## config.mk

```make
export PLATFORM = sky130hd
export DESIGN_NAME = down_timer_flat
export DESIGN_NICKNAME = d
export VERILOG_FILES = /design/src/rtl/down_timer_if.sv /design/src/rtl/down_timer.sv /design/src/flat_wrapper.sv
export SDC_FILE = /design/constraint.sdc
export NUM_CORES = 1
export LEC_CHECK = 0
export CAP_MARGIN = 5
export CORE_MARGIN = 4
export CORE_UTILIZATION = 50
export CTS_CLUSTER_SIZE = 28
export DETAILED_ROUTE_END_ITERATION = 8
export PLACE_DENSITY = 0.7
export SYNTH_ARGS = -nofsm -noshare
export SYNTH_HDL_FRONTEND = slang
export SYNTH_SLANG_ARGS = --single-unit
```

## constraint.sdc

```tcl
create_clock -name clk -period 2.15 [get_ports clk]
set_input_delay 0.43 -clock clk [delete_from_list [all_inputs] [get_ports clk]]
set_output_delay 0.43 -clock clk [all_outputs]
set_load 0.02 [all_outputs]
```

## src/rtl/down_timer_if.sv

```systemverilog
// Control/status bundle for down_timer: master drives load/set/start/pause,
// slave (the timer) drives q/tick/done/busy.
interface down_timer_if #(
    parameter int unsigned WIDTH = 4
);
    logic             load;
    logic [WIDTH-1:0] set;
    logic             start;
    logic             pause;
    logic [WIDTH-1:0] q;
    logic             tick;
    logic             done;
    logic             busy;

    modport master (
        output load, set, start, pause,
        input  q, tick, done, busy
    );

    modport slave (
        input  load, set, start, pause,
        output q, tick, done, busy
    );
endinterface

```

## src/rtl/down_timer.sv

```systemverilog
// Prescaled down-counter with IDLE/RUN/PAUSED/DONE control and registered outputs.
// Define DOWN_TIMER_AUTO_RELOAD_EN to restart from the last loaded value on expiry.
module down_timer #(
    parameter int unsigned WIDTH   = 4,
    parameter int unsigned CLK_DIV = 50_000_000
) (
    input  logic        clk,
    input  logic        reset,
    down_timer_if.slave io_tmr
);
    localparam int unsigned   PW         = $clog2(CLK_DIV);
    localparam logic [PW-1:0] PRESC_LAST = PW'(CLK_DIV - 1);

    typedef enum logic [1:0] {StIdle, StRun, StPaused, StDone} state_t;

    state_t           r_state;
    logic [PW-1:0]    r_presc;
    logic [WIDTH-1:0] r_q;
    logic             r_tick;
    logic             r_done;
    logic             r_busy;

    logic             w_wrap;
    logic             w_last;
    logic             w_reload;
    logic [WIDTH-1:0] w_reload_val;

    assign w_wrap = (r_presc == PRESC_LAST);
    assign w_last = (r_q == WIDTH'(1));

`ifdef DOWN_TIMER_AUTO_RELOAD_EN
    logic [WIDTH-1:0] r_reload;

    always_ff @(posedge clk) begin
        if (reset) begin
            r_reload <= '0;
        end else if (io_tmr.load) begin
            r_reload <= io_tmr.set;
        end
    end

    // A zero reload value falls back to the one-shot expiry path.
    assign w_reload     = (r_reload != '0);
    assign w_reload_val = r_reload;
`else
    assign w_reload     = 1'b0;
    assign w_reload_val = '0;
`endif

    always_ff @(posedge clk) begin
        if (reset) begin
            r_state <= StIdle;
            r_presc <= '0;
            r_q     <= '0;
            r_tick  <= 1'b0;
            r_done  <= 1'b0;
            r_busy  <= 1'b0;
        end else begin
            r_tick <= 1'b0;
            if (io_tmr.load) begin
                r_state <= StIdle;
                r_presc <= '0;
                r_q     <= io_tmr.set;
                r_done  <= 1'b0;
                r_busy  <= 1'b0;
            end else begin
                unique case (r_state)
                    StIdle: begin
                        if (io_tmr.start) begin
                            if (r_q != '0) begin
                                r_state <= StRun;
                                r_presc <= '0;
                                r_busy  <= 1'b1;
                            end else begin
                                r_state <= StDone;
                                r_done  <= 1'b1;
                            end
                        end
                    end

                    StRun: begin
                        r_done <= 1'b0;
                        if (io_tmr.pause) begin
                            // The pausing cycle still counts, but a due wrap is held
                            // back so the step fires on the first cycle after resume.
                            r_state <= StPaused;
                            if (!w_wrap) begin
                                r_presc <= r_presc + 1'b1;
                            end
                        end else if (w_wrap) begin
                            r_presc <= '0;
                            r_tick  <= 1'b1;
                            if (w_last) begin
                                r_done <= 1'b1;
                                if (w_reload) begin
                                    r_q <= w_reload_val;
                                end else begin
                                    r_q     <= '0;
                                    r_state <= StDone;
                                    r_busy  <= 1'b0;
                                end
                            end else begin
                                r_q <= r_q - 1'b1;
                            end
                        end else begin
                            r_presc <= r_presc + 1'b1;
                        end
                    end

                    StPaused: begin
                        if (io_tmr.start) begin
                            r_state <= StRun;
                        end
                    end

                    StDone: begin
                        r_q <= '0;
                    end

                    default: begin
                        r_state <= StIdle;
                        r_busy  <= 1'b0;
                    end
                endcase
            end
        end
    end

    assign io_tmr.q    = r_q;
    assign io_tmr.tick = r_tick;
    assign io_tmr.done = r_done;
    assign io_tmr.busy = r_busy;
endmodule

```

## src/flat_wrapper.sv

```systemverilog
// flat-port wrapper written by rule: the top's interface ports become plain ports
module down_timer_flat 
#(
    parameter int unsigned WIDTH   = 4,
    parameter int unsigned CLK_DIV = 50_000_000
)
  (clk, reset, io_tmr_load, io_tmr_set, io_tmr_start, io_tmr_pause, io_tmr_q, io_tmr_tick, io_tmr_done, io_tmr_busy);
  down_timer_if #(.WIDTH(WIDTH)) io_tmr_i ();
  input  logic clk;
  input  logic reset;
  input wire logic [$bits(io_tmr_i.load)-1:0] io_tmr_load;
  input wire logic [$bits(io_tmr_i.set)-1:0] io_tmr_set;
  input wire logic [$bits(io_tmr_i.start)-1:0] io_tmr_start;
  input wire logic [$bits(io_tmr_i.pause)-1:0] io_tmr_pause;
  output wire logic [$bits(io_tmr_i.q)-1:0] io_tmr_q;
  output wire logic [$bits(io_tmr_i.tick)-1:0] io_tmr_tick;
  output wire logic [$bits(io_tmr_i.done)-1:0] io_tmr_done;
  output wire logic [$bits(io_tmr_i.busy)-1:0] io_tmr_busy;
  assign io_tmr_i.load = io_tmr_load;
  assign io_tmr_i.set = io_tmr_set;
  assign io_tmr_i.start = io_tmr_start;
  assign io_tmr_i.pause = io_tmr_pause;
  assign io_tmr_q = io_tmr_i.q;
  assign io_tmr_tick = io_tmr_i.tick;
  assign io_tmr_done = io_tmr_i.done;
  assign io_tmr_busy = io_tmr_i.busy;
  down_timer #(.WIDTH(WIDTH), .CLK_DIV(CLK_DIV)) u_core (.clk(clk), .reset(reset), .io_tmr(io_tmr_i));
endmodule
```

After elaboration in Yosys (flattened, before gate mapping)
Index checks and enable logic that the tools add are counted.
{"block": "totals", "elab_cells": 69, "inputBits": 9, "ff_bits": 35, "out_inout_bits": 7}
{"block": "classes", "add_sub_neg": 2, "n_reduce_logical": 12, "eq_ne": 17, "n_mux": 31, "n_bitwise": 1}
{"cell": "2-to-1 mux 26 bit", "count": 5}
{"cell": "one-hot mux 26 bit (2 select lines)", "count": 1}
{"cell": "adder 26 x 1 -> 26 bit (second input constant)", "count": 1}
{"cell": "== test 26 bit (second input constant)", "count": 1}
{"cell": "2-to-1 mux 4 bit", "count": 4}
{"cell": "2-to-1 mux 2 bit", "count": 6}
{"cell": "2-to-1 mux 1 bit", "count": 11}
{"cell": "inequality test 3 x 2 -> 1 bit (second input constant)", "count": 3}
{"cell": "inequality test 2 bit (second input constant)", "count": 4}
{"cell": "one-hot mux 4 bit (2 select lines)", "count": 1}
{"cell": "inequality test 2 x 1 -> 1 bit (second input constant)", "count": 3}
{"cell": "inequality test 3 bit (second input constant)", "count": 2}
{"cell": "one-hot mux 2 bit (3 select lines)", "count": 1}
{"cell": "AND reduction 3 bit", "count": 2}
{"cell": "AND reduction 6 bit", "count": 1}
{"cell": "nonzero test 3 bit", "count": 2}
{"cell": "AND reduction 5 bit", "count": 1}
{"cell": "== test 2 bit (second input constant)", "count": 2}
{"cell": "== test 4 x 1 -> 1 bit (second input constant)", "count": 1}
{"cell": "one-hot mux 1 bit (2 select lines)", "count": 2}
{"cell": "AND reduction 4 bit", "count": 1}
{"cell": "nonzero test 4 bit", "count": 1}
{"cell": "OR reduction 4 bit", "count": 1}
{"cell": "subtractor 4 x 1 -> 4 bit (second input constant)", "count": 1}
{"cell": "other kinds (5)", "count": 5}

Logic depth before layout (Yosys ltp)
Gate-level depths: netlist of the first run.
{"block": "depth", "ltp_word": 6, "depth_mapped": 9, "mapped_depth_nobuf": 7}

Worst setup path after synthesis of the first run
No wires, ideal clock.
{"block": "synth_timing", "path_kind": "register -> register", "start": "register u_core.r_q[0] (netlist: u_core.io_tmr.q[0])", "end": "register u_core.r_presc[5]", "arrival_time_ps": 1999, "path_buffers": 0, "setup_ps": 70, "required_ps": 2080, "period_less_slack_ps": 2069, "stages_incl_launch_ff": 8, "path_slack_ps": 81, "path_cell_list": "dfxtp_1 -> inv_1 -> ha_1 -> nor3b_1 -> o21ai_4 -> o21ai_2 -> or4_1 -> a21oi_1"}
{"block": "synth_via", "elab_chain_cells": 3}
{"item": "start: declaration", "line_no": "down_timer.sv:18", "rtl": "logic [WIDTH-1:0] r_q;"}
{"item": "start signal: assignment", "line_no": "down_timer.sv:63", "rtl": "r_q <= io_tmr.set;"}
{"item": "start signal: assignment", "line_no": "down_timer.sv:96", "rtl": "r_q <= w_reload_val;"}
{"item": "start signal: assignment", "line_no": "down_timer.sv:103", "rtl": "r_q <= r_q - 1'b1;"}
{"item": "nonzero test 4 bit", "line_no": "down_timer.sv:70", "rtl": "if (r_q != '0) begin"}
{"item": "inequality test 2 x 1 -> 1 bit (no line)"}
{"item": "AND reduction 4 bit (no line)"}
{"item": "end signal: assignment", "line_no": "down_timer.sv:88", "rtl": "r_presc <= r_presc + 1'b1;"}
{"item": "end signal: assignment", "line_no": "down_timer.sv:106", "rtl": "r_presc <= r_presc + 1'b1;"}
{"item": "end: declaration", "line_no": "down_timer.sv:17", "rtl": "logic [PW-1:0] r_presc;"}
Every way passes these cells.
A chain may end at the register's enable or synchronous reset.

Worst setup path after layout of the first run
{"block": "layout_timing", "start": "register u_core.r_q[1] (netlist: u_core.io_tmr.q[1])", "end": "register u_core.r_presc[5]"}
Same word-level chain as after synthesis.

==> impl_metrics.csv, run 1 <==
group,metric,value,unit
grt,globalRoute.totalOverflow,0,
final_layout,fill_cells,346,
yosys,synth.area.top_cells,"sky130_fd_sc_hd__dfxtp_1, sky130_fd_sc_hd__a21oi_1, sky130_fd_sc_hd__ha_1",
sta,final_max_slew_viol_count,0,
floorplan,die_w,71.0,µm
detailed_routing,drcViolationCount,0,
detailed_routing,post_drt_wl_per_cell,14.6,µm
flow_run,cap_violations,0,
floorplan,io_pins,16,
clocking,clkSlewWorstSetupHoldPaths,0.08,ns
clocking,cts.htree.levels,2,
yosys,portion_of_the_post_synthesis_area_used_by_sequential_elements,0.353,
detailed_routing,drt_pre_antenna_iters,4,
sta,finalHoldViolations,0,
pwr,power.share.clock,0.401,
yosys,yosys.area.top_type_share,0.353,
critical_path,arrival,2.27,ns
yosys,synth.top_cells.by_count,"sky130_fd_sc_hd__dfxtp_1, sky130_fd_sc_hd__a21oi_1, sky130_fd_sc_hd__nand2_1",
detailed_routing,ant_nets,0,
pwr,cellPowerDensity,621,nW/µm²
placement,place_worst_setup_slack,-0.0910,ns
sta,setup_viol,0,
pwr,power_switching,386,µW
final_layout,multi_input_comb_area,1250,µm²
yosys,post-synth-top-count-cell,"sky130_fd_sc_hd__dfxtp_1",
placement,hpwl,3.38,mm
yosys,yosys_warnings,0,
final_layout,area_growth,24.5,%
grt,grt_max_degree,25,
yosys,postSynth.asyncResetShare,0,
pwr,power.combinational.fraction,0.159,
clocking,cts_buffer_depth,2,
critical_path,worst-path-max-fanout,6,
final_layout,layout-drive-gt1-share,0.163,
grt,first_pass_grt_wire_length,7.69,mm
sta,fin_crit,2.06,ns
hold_path,depth_of_the_worst_hold_timing_path,2,
placement,dpl-instance-area,2300,µm²
critical_path,setup.worst_path.start_class,"register",
grt,initial_antenna_violation_count,0,
yosys,synthFlopType,"sky130_fd_sc_hd__dfxtp_1",
pwr,power.static_leakage,0.833,nW
detailed_routing,finalWirelength,4.73,mm
final_layout,design_area,2470,µm²
critical_path,reg2regPathDepth,7,
sta,hold-worst-slack,0.500,ns
run_status,status,"finished, final reports clean",
critical_path,cp-end-kind,"register",
floorplan,coreArea,3740,µm²
floorplan,die_height,71.0,µm
critical_path,worstPathRequired,2.36,ns
sta,max_slew.worst_pin.slew,0.448,ns
yosys,synth-seq-cells,35,
detailed_routing,detailroute.via_count,1887,
detailed_routing,detail_route.iter0.violations,151,
critical_path,critical_path_class,"register to register",
final_layout,n_antenna_cell,0,
clocking,clk_latency,0.29,ns
yosys,post-synth-top-area-cell,"sky130_fd_sc_hd__dfxtp_1",
placement,buffer_ports.inserted,15,
pwr,switching_share,0.252,
yosys,synth_edf_count,0,
yosys,post_synth_num_cell_types,50,
grt,track_usage,0.187,
clocking,cts.sink_count,35,
pwr,vdd_drop_max,0.000438,V
final_layout,fin_util,0.659,
final_layout,layout.area.seq,702,µm²
sta,final_min_period_over_clock_period,0.957,
sta,max_clock_freq,486,MHz
floorplan,num_rows,22,
sta,max_slew_margin,0.701,
detailed_routing,vias_per_cell,5.82,
critical_path,timing.reg2reg.setup_slack,0.09,ns
yosys,netlist_instances,239,
floorplan,die_area,5040,µm²
placement,gp_congestion,0.797,
sta,unrepaired_setup_endpoints_after_global_routing,"true",
floorplan,initial_core_utilization,0.530,
hold_path,worstHoldPathType,"register to register",
clocking,clock-root-buffer,"sky130_fd_sc_hd__clkbuf_8",
yosys,synth.cell_area,1980,µm²
pwr,internal-power,1.15,mW
sta,layout_setup_ws,0.0918,ns
pwr,power.share.sequential,0.440,
yosys,postSynthNetCount,255,
sta,clock-skew-final,0.00930,ns
grt,grt_pass1_vias,1757,
clocking,cts_tree,"yes",
final_layout,design.final.nets,291,
yosys,syn_avg_cell_area,8.30,µm²
clocking,cts-buffers-inserted,5,
per-stage QoR:
step,TNS [ns],power (mW),cells
floorplan,0,0.827,239
global placement,-0.0431,0.920,313
detailed placement,-0.242,0.922,313
CTS,0,1.54,321
global route,-0.0131,1.60,324
finish,0,1.53,324
registers in the layout, indices dropped and copies added, names as in the netlist:
register	flops
u_core.io_tmr.busy	1
u_core.io_tmr.done	1
u_core.io_tmr.q	4
u_core.io_tmr.tick	1
u_core.r_presc	26
u_core.r_state	2
critical path, cell delays in order, from the launching register on:
cell	delay (ns)
sky130_fd_sc_hd__dfxtp_1	0.37
sky130_fd_sc_hd__inv_1	0.09
sky130_fd_sc_hd__ha_1	0.23
sky130_fd_sc_hd__nor3b_1	0.18
sky130_fd_sc_hd__o21ai_4	0.29
sky130_fd_sc_hd__o21ai_2	0.16
sky130_fd_sc_hd__or4_1	0.52
sky130_fd_sc_hd__a21oi_1	0.15
layer usage:
layer | global-route usage | vias up | wire length, µm
met2 | 0.289 | 37 | 2130
met3 | 0.0440 | 6 | 168
li1 | - | 972 | -
met4 | 0.0668 | 0 | 63
met5 | 0 | - | 0
met1 | 0.254 | 872 | 2360
cell usage in the layout (no fill, tap or decap), types with 5 or more instances in the layout:
cell type	n
sky130_fd_sc_hd__nor3_1	5
sky130_fd_sc_hd__nand3_1	6
sky130_fd_sc_hd__nand4_1	8
sky130_fd_sc_hd__inv_1	10
sky130_fd_sc_hd__nor2_1	14
sky130_fd_sc_hd__or3_1	12
sky130_fd_sc_hd__nand2_1	20
sky130_fd_sc_hd__clkdlybuf4s50_1	15
sky130_fd_sc_hd__o21ai_0	9
sky130_fd_sc_hd__clkbuf_8	6
sky130_fd_sc_hd__buf_4	18
sky130_fd_sc_hd__and4_1	5
sky130_fd_sc_hd__o31ai_1	8
sky130_fd_sc_hd__a21oi_1	28
sky130_fd_sc_hd__o21ai_1	9
sky130_fd_sc_hd__ha_1	7
sky130_fd_sc_hd__or4_1	8
sky130_fd_sc_hd__dfxtp_1	34
power groups by stage:
stage               Clock, mW  Sequential (mW)  Combinational (mW)
floorplan                   0            0.697               0.129
global placement            0            0.688               0.232
detailed placement          0            0.689               0.233
CTS                     0.630            0.673               0.235
global route            0.654            0.676               0.265
finish                  0.615            0.674               0.243
cell type report:
| class | count | area share |
|---|---|---|
| inverters | 10 | 0.0152 |
| well taps | 48 | 0.0243 |
| repair buffers | 34 | 0.124 |
| clock buffers | 6 | 0.0335 |
| clock inverters | 2 | 0.0142 |
| flip-flops and latches | 35 | 0.284 |
| multi-input cells | 189 | 0.505 |
cells by family after synthesis:
kind of cell               synth area share
AOI/OAI and AO/OA                     0.224
xor gates and xnor gates             0.0221
and+or+nand+nor                       0.319
adders and majority gates            0.0442
DFF                                   0.353
buffers and inverters                0.0379
path summary, 6_finish.rpt:
check / startpoint / to
hold reg to reg: u_core.r_presc[25]$_SDFFE_PP0P_ / u_core.r_presc[25]$_SDFFE_PP0P_
setup reg to reg: u_core.io_tmr.q[1]$_SDFFE_PP0P_ / u_core.r_presc[5]$_SDFFE_PP0P_
setup / recovery: u_core.io_tmr.q[1]$_SDFFE_PP0P_ / u_core.r_presc[5]$_SDFFE_PP0P_
hold / removal: u_core.r_presc[25]$_SDFFE_PP0P_ / u_core.r_presc[25]$_SDFFE_PP0P_
what timing repair did:
action,4_1_cts,5_1_grt
buffers inserted,0,2
setup endpoints to repair,0,9
hold buffers,0,0
gates resized for setup,0,4
Power figures use the tool's default switching activity.
==> run 2, diff against run 1 <==
--- a/config.mk
+++ b/config.mk
@@ -6,6 +6,7 @@
 export NUM_CORES = 1
 export LEC_CHECK = 0
 export CAP_MARGIN = 5
+export CORE_ASPECT_RATIO = 1.1
 export CORE_MARGIN = 4
 export CORE_UTILIZATION = 50
 export CTS_CLUSTER_SIZE = 28
==> run 2 against run 1 <==
  * Global-route usage rose by 1.2 points
  * Wire length is 9.3% lower
  * Non-clock buffer count grew 2
  * Clock skew decreased by 0.0040 ns
  * Critical path depth is 1 higher
  * Clock power hardly changed
  * Register-to-register slack better by 0.04 ns
  * Utilization decreased by 0.090 points
==> impl_metrics.csv, run 2 (same netlist as run 1, synthesis figures left out) <==
group,metric,value,unit
run_status,status,"finished, final reports clean",
sta,unrepaired_setup_endpoints_after_global_routing,"false",
detailed_routing,finalWirelength,4.28,mm
grt,globalRoute.totalOverflow,0,
sta,max_slew_margin,0.629,
floorplan,die_w,68.0,µm
final_layout,design_area,2460,µm²
critical_path,reg2regPathDepth,8,
pwr,vdd_drop_max,0.000308,V
grt,grt_pass1_vias,1814,
clocking,clkSlewWorstSetupHoldPaths,0.07,ns
final_layout,final_cell_mix,"sky130_fd_sc_hd__dfxtp_1, sky130_fd_sc_hd__a21oi_1, sky130_fd_sc_hd__nand2_1",
sta,final_min_period_over_clock_period,0.939,
flow_run,cap_violations,0,
clocking,cts_buffer_depth,2,
hold_path,worstHoldPathType,"register to register",
sta,hold-worst-slack,0.483,ns
critical_path,worstPathRequired,2.38,ns
sta,setup_viol,0,
floorplan,num_rows,23,
floorplan,die_height,74.1,µm
floorplan,die_area,5040,µm²
pwr,power.static_leakage,0.837,nW
detailed_routing,detail_route.iter0.violations,75,
final_layout,n_antenna_cell,0,
detailed_routing,drcViolationCount,0,
critical_path,arrival,2.25,ns
clocking,cts.htree.levels,2,
critical_path,worst_setup_path_startpoint,"u_core.io_tmr.q[0]$_SDFFE_PP0P_",
placement,gp_congestion,0.787,
clocking,holdBufCountCts,0,
sta,finalHoldViolations,0,
critical_path,r2r-start,"u_core.io_tmr.q[0]$_SDFFE_PP0P_",
placement,buffer_ports.inserted,15,
placement,dpl-instance-area,2290,µm²
placement,place_worst_setup_slack,-0.0346,ns
final_layout,layout-drive-gt1-share,0.170,
final_layout,design.final.nets,292,
clocking,clock-root-buffer,"sky130_fd_sc_hd__clkbuf_8",
final_layout,largest_register_ff_count,26,
clocking,clk_latency,0.29,ns
sta,final_max_slew_viol_count,0,
final_layout,area_growth,24.2,%
detailed_routing,post_drt_wl_per_cell,13.1,µm
grt,initial_antenna_violation_count,0,
clocking,cts_tree,"yes",
clocking,cts-buffers-inserted,5,
sta,fin_crit,2.02,ns
floorplan,coreArea,3740,µm²
grt,first_pass_grt_wire_length,7.74,mm
critical_path,worst-path-max-fanout,6,
pwr,cellPowerDensity,621,nW/µm²
critical_path,worst_setup_path_endpoint,"u_core.r_presc[25]$_SDFFE_PP0P_",
critical_path,timing.reg2reg.setup_slack,0.13,ns
detailed_routing,detailroute.via_count,1864,
detailed_routing,ant_nets,0,
detailed_routing,drt_pre_antenna_iters,4,
sta,max_slew.worst_pin.slew,0.556,ns
critical_path,cp-end-kind,"register",
detailed_routing,vias_per_cell,5.70,
final_layout,final_common_cell,"sky130_fd_sc_hd__dfxtp_1",
sta,max_clock_freq,495,MHz
pwr,design_power_total,1.53,mW
clocking,cts.sink_count,35,
critical_path,setup.worst_path.start_class,"register",
floorplan,initial_core_utilization,0.530,
grt,track_usage,0.199,
sta,clock-skew-final,0.00531,ns
floorplan,io_pins,16,
grt,grt_max_degree,25,
sta,layout_setup_ws,0.131,ns
placement,hpwl,3.17,mm
critical_path,worst_r2r_endpoint,"u_core.r_presc[25]$_SDFFE_PP0P_",
final_layout,most_flop_heavy_register,"u_core.r_presc",
critical_path,critical_path_class,"register to register",
## run 2: layout make-up
cell class / instances / area [µm²]
fill: 325 / 1280
multi-input combinational: 188 / 1210
sequential: 35 / 706
timing repair buffer: 36 / 330
clock buffer: 6 / 82.6
tap: 50 / 62.6
inverter: 10 / 37.5
clock inverter: 2 / 35.0
## run 2: through the flow
stage,setup TNS (ns),util,std cells
after floorplan,0,-,239
after global placement,0,0.612,314
after detailed placement,-0.0412,0.612,314
after CTS,0,0.644,322
after global routing,0,0.659,327
final,0,0.659,327
## run 2: metal layers
| layer | vias up | GRT usage | wire length [µm] |
|---|---|---|---|
| met5 | - | 0 | 0 |
| met1 | 856 | 0.231 | 1970 |
| met4 | 0 | 0.0905 | 109 |
| li1 | 974 | - | - |
| met2 | 25 | 0.342 | 2090 |
| met3 | 9 | 0.0468 | 115 |
## run 2: power by group
| group | switching (mW) | internal [mW] |
|---|---|---|
| clock | 0.242 | 0.375 |
| sequential | 0.0128 | 0.661 |
| combinational | 0.126 | 0.112 |
## run 2: critical path, stage by stage, from the launching register on
cell	delay, ns
sky130_fd_sc_hd__dfxtp_4	0.37
sky130_fd_sc_hd__inv_1	0.06
sky130_fd_sc_hd__ha_1	0.23
sky130_fd_sc_hd__nor3b_1	0.18
sky130_fd_sc_hd__o21ai_4	0.21
sky130_fd_sc_hd__o211ai_4	0.13
sky130_fd_sc_hd__clkbuf_2	0.17
sky130_fd_sc_hd__or4_1	0.47
sky130_fd_sc_hd__a21oi_1	0.14
## run 2: how the worst min path moves through the flow
stage | startpoint | endpoint | cells past startpoint
2_1_floorplan | u_core.r_presc[25]$_SDFFE_PP0P_ | u_core.r_presc[25]$_SDFFE_PP0P_ | 2
3_3_place_gp | u_core.r_presc[17]$_SDFFE_PP0P_ | u_core.r_presc[17]$_SDFFE_PP0P_ | 2
3_5_place_dp | u_core.r_presc[25]$_SDFFE_PP0P_ | u_core.r_presc[25]$_SDFFE_PP0P_ | 2
4_1_cts | u_core.r_presc[25]$_SDFFE_PP0P_ | u_core.r_presc[25]$_SDFFE_PP0P_ | 2
5_1_grt | u_core.r_presc[25]$_SDFFE_PP0P_ | u_core.r_presc[25]$_SDFFE_PP0P_ | 2
6_report | u_core.r_presc[25]$_SDFFE_PP0P_ | u_core.r_presc[25]$_SDFFE_PP0P_ | 2
## run 2: what timing repair did
action / 4_1_cts / 5_1_grt
setup buffers: 0 / 5
endpoints found under the setup margin: 0 / 12
resized for setup: 0 / 4
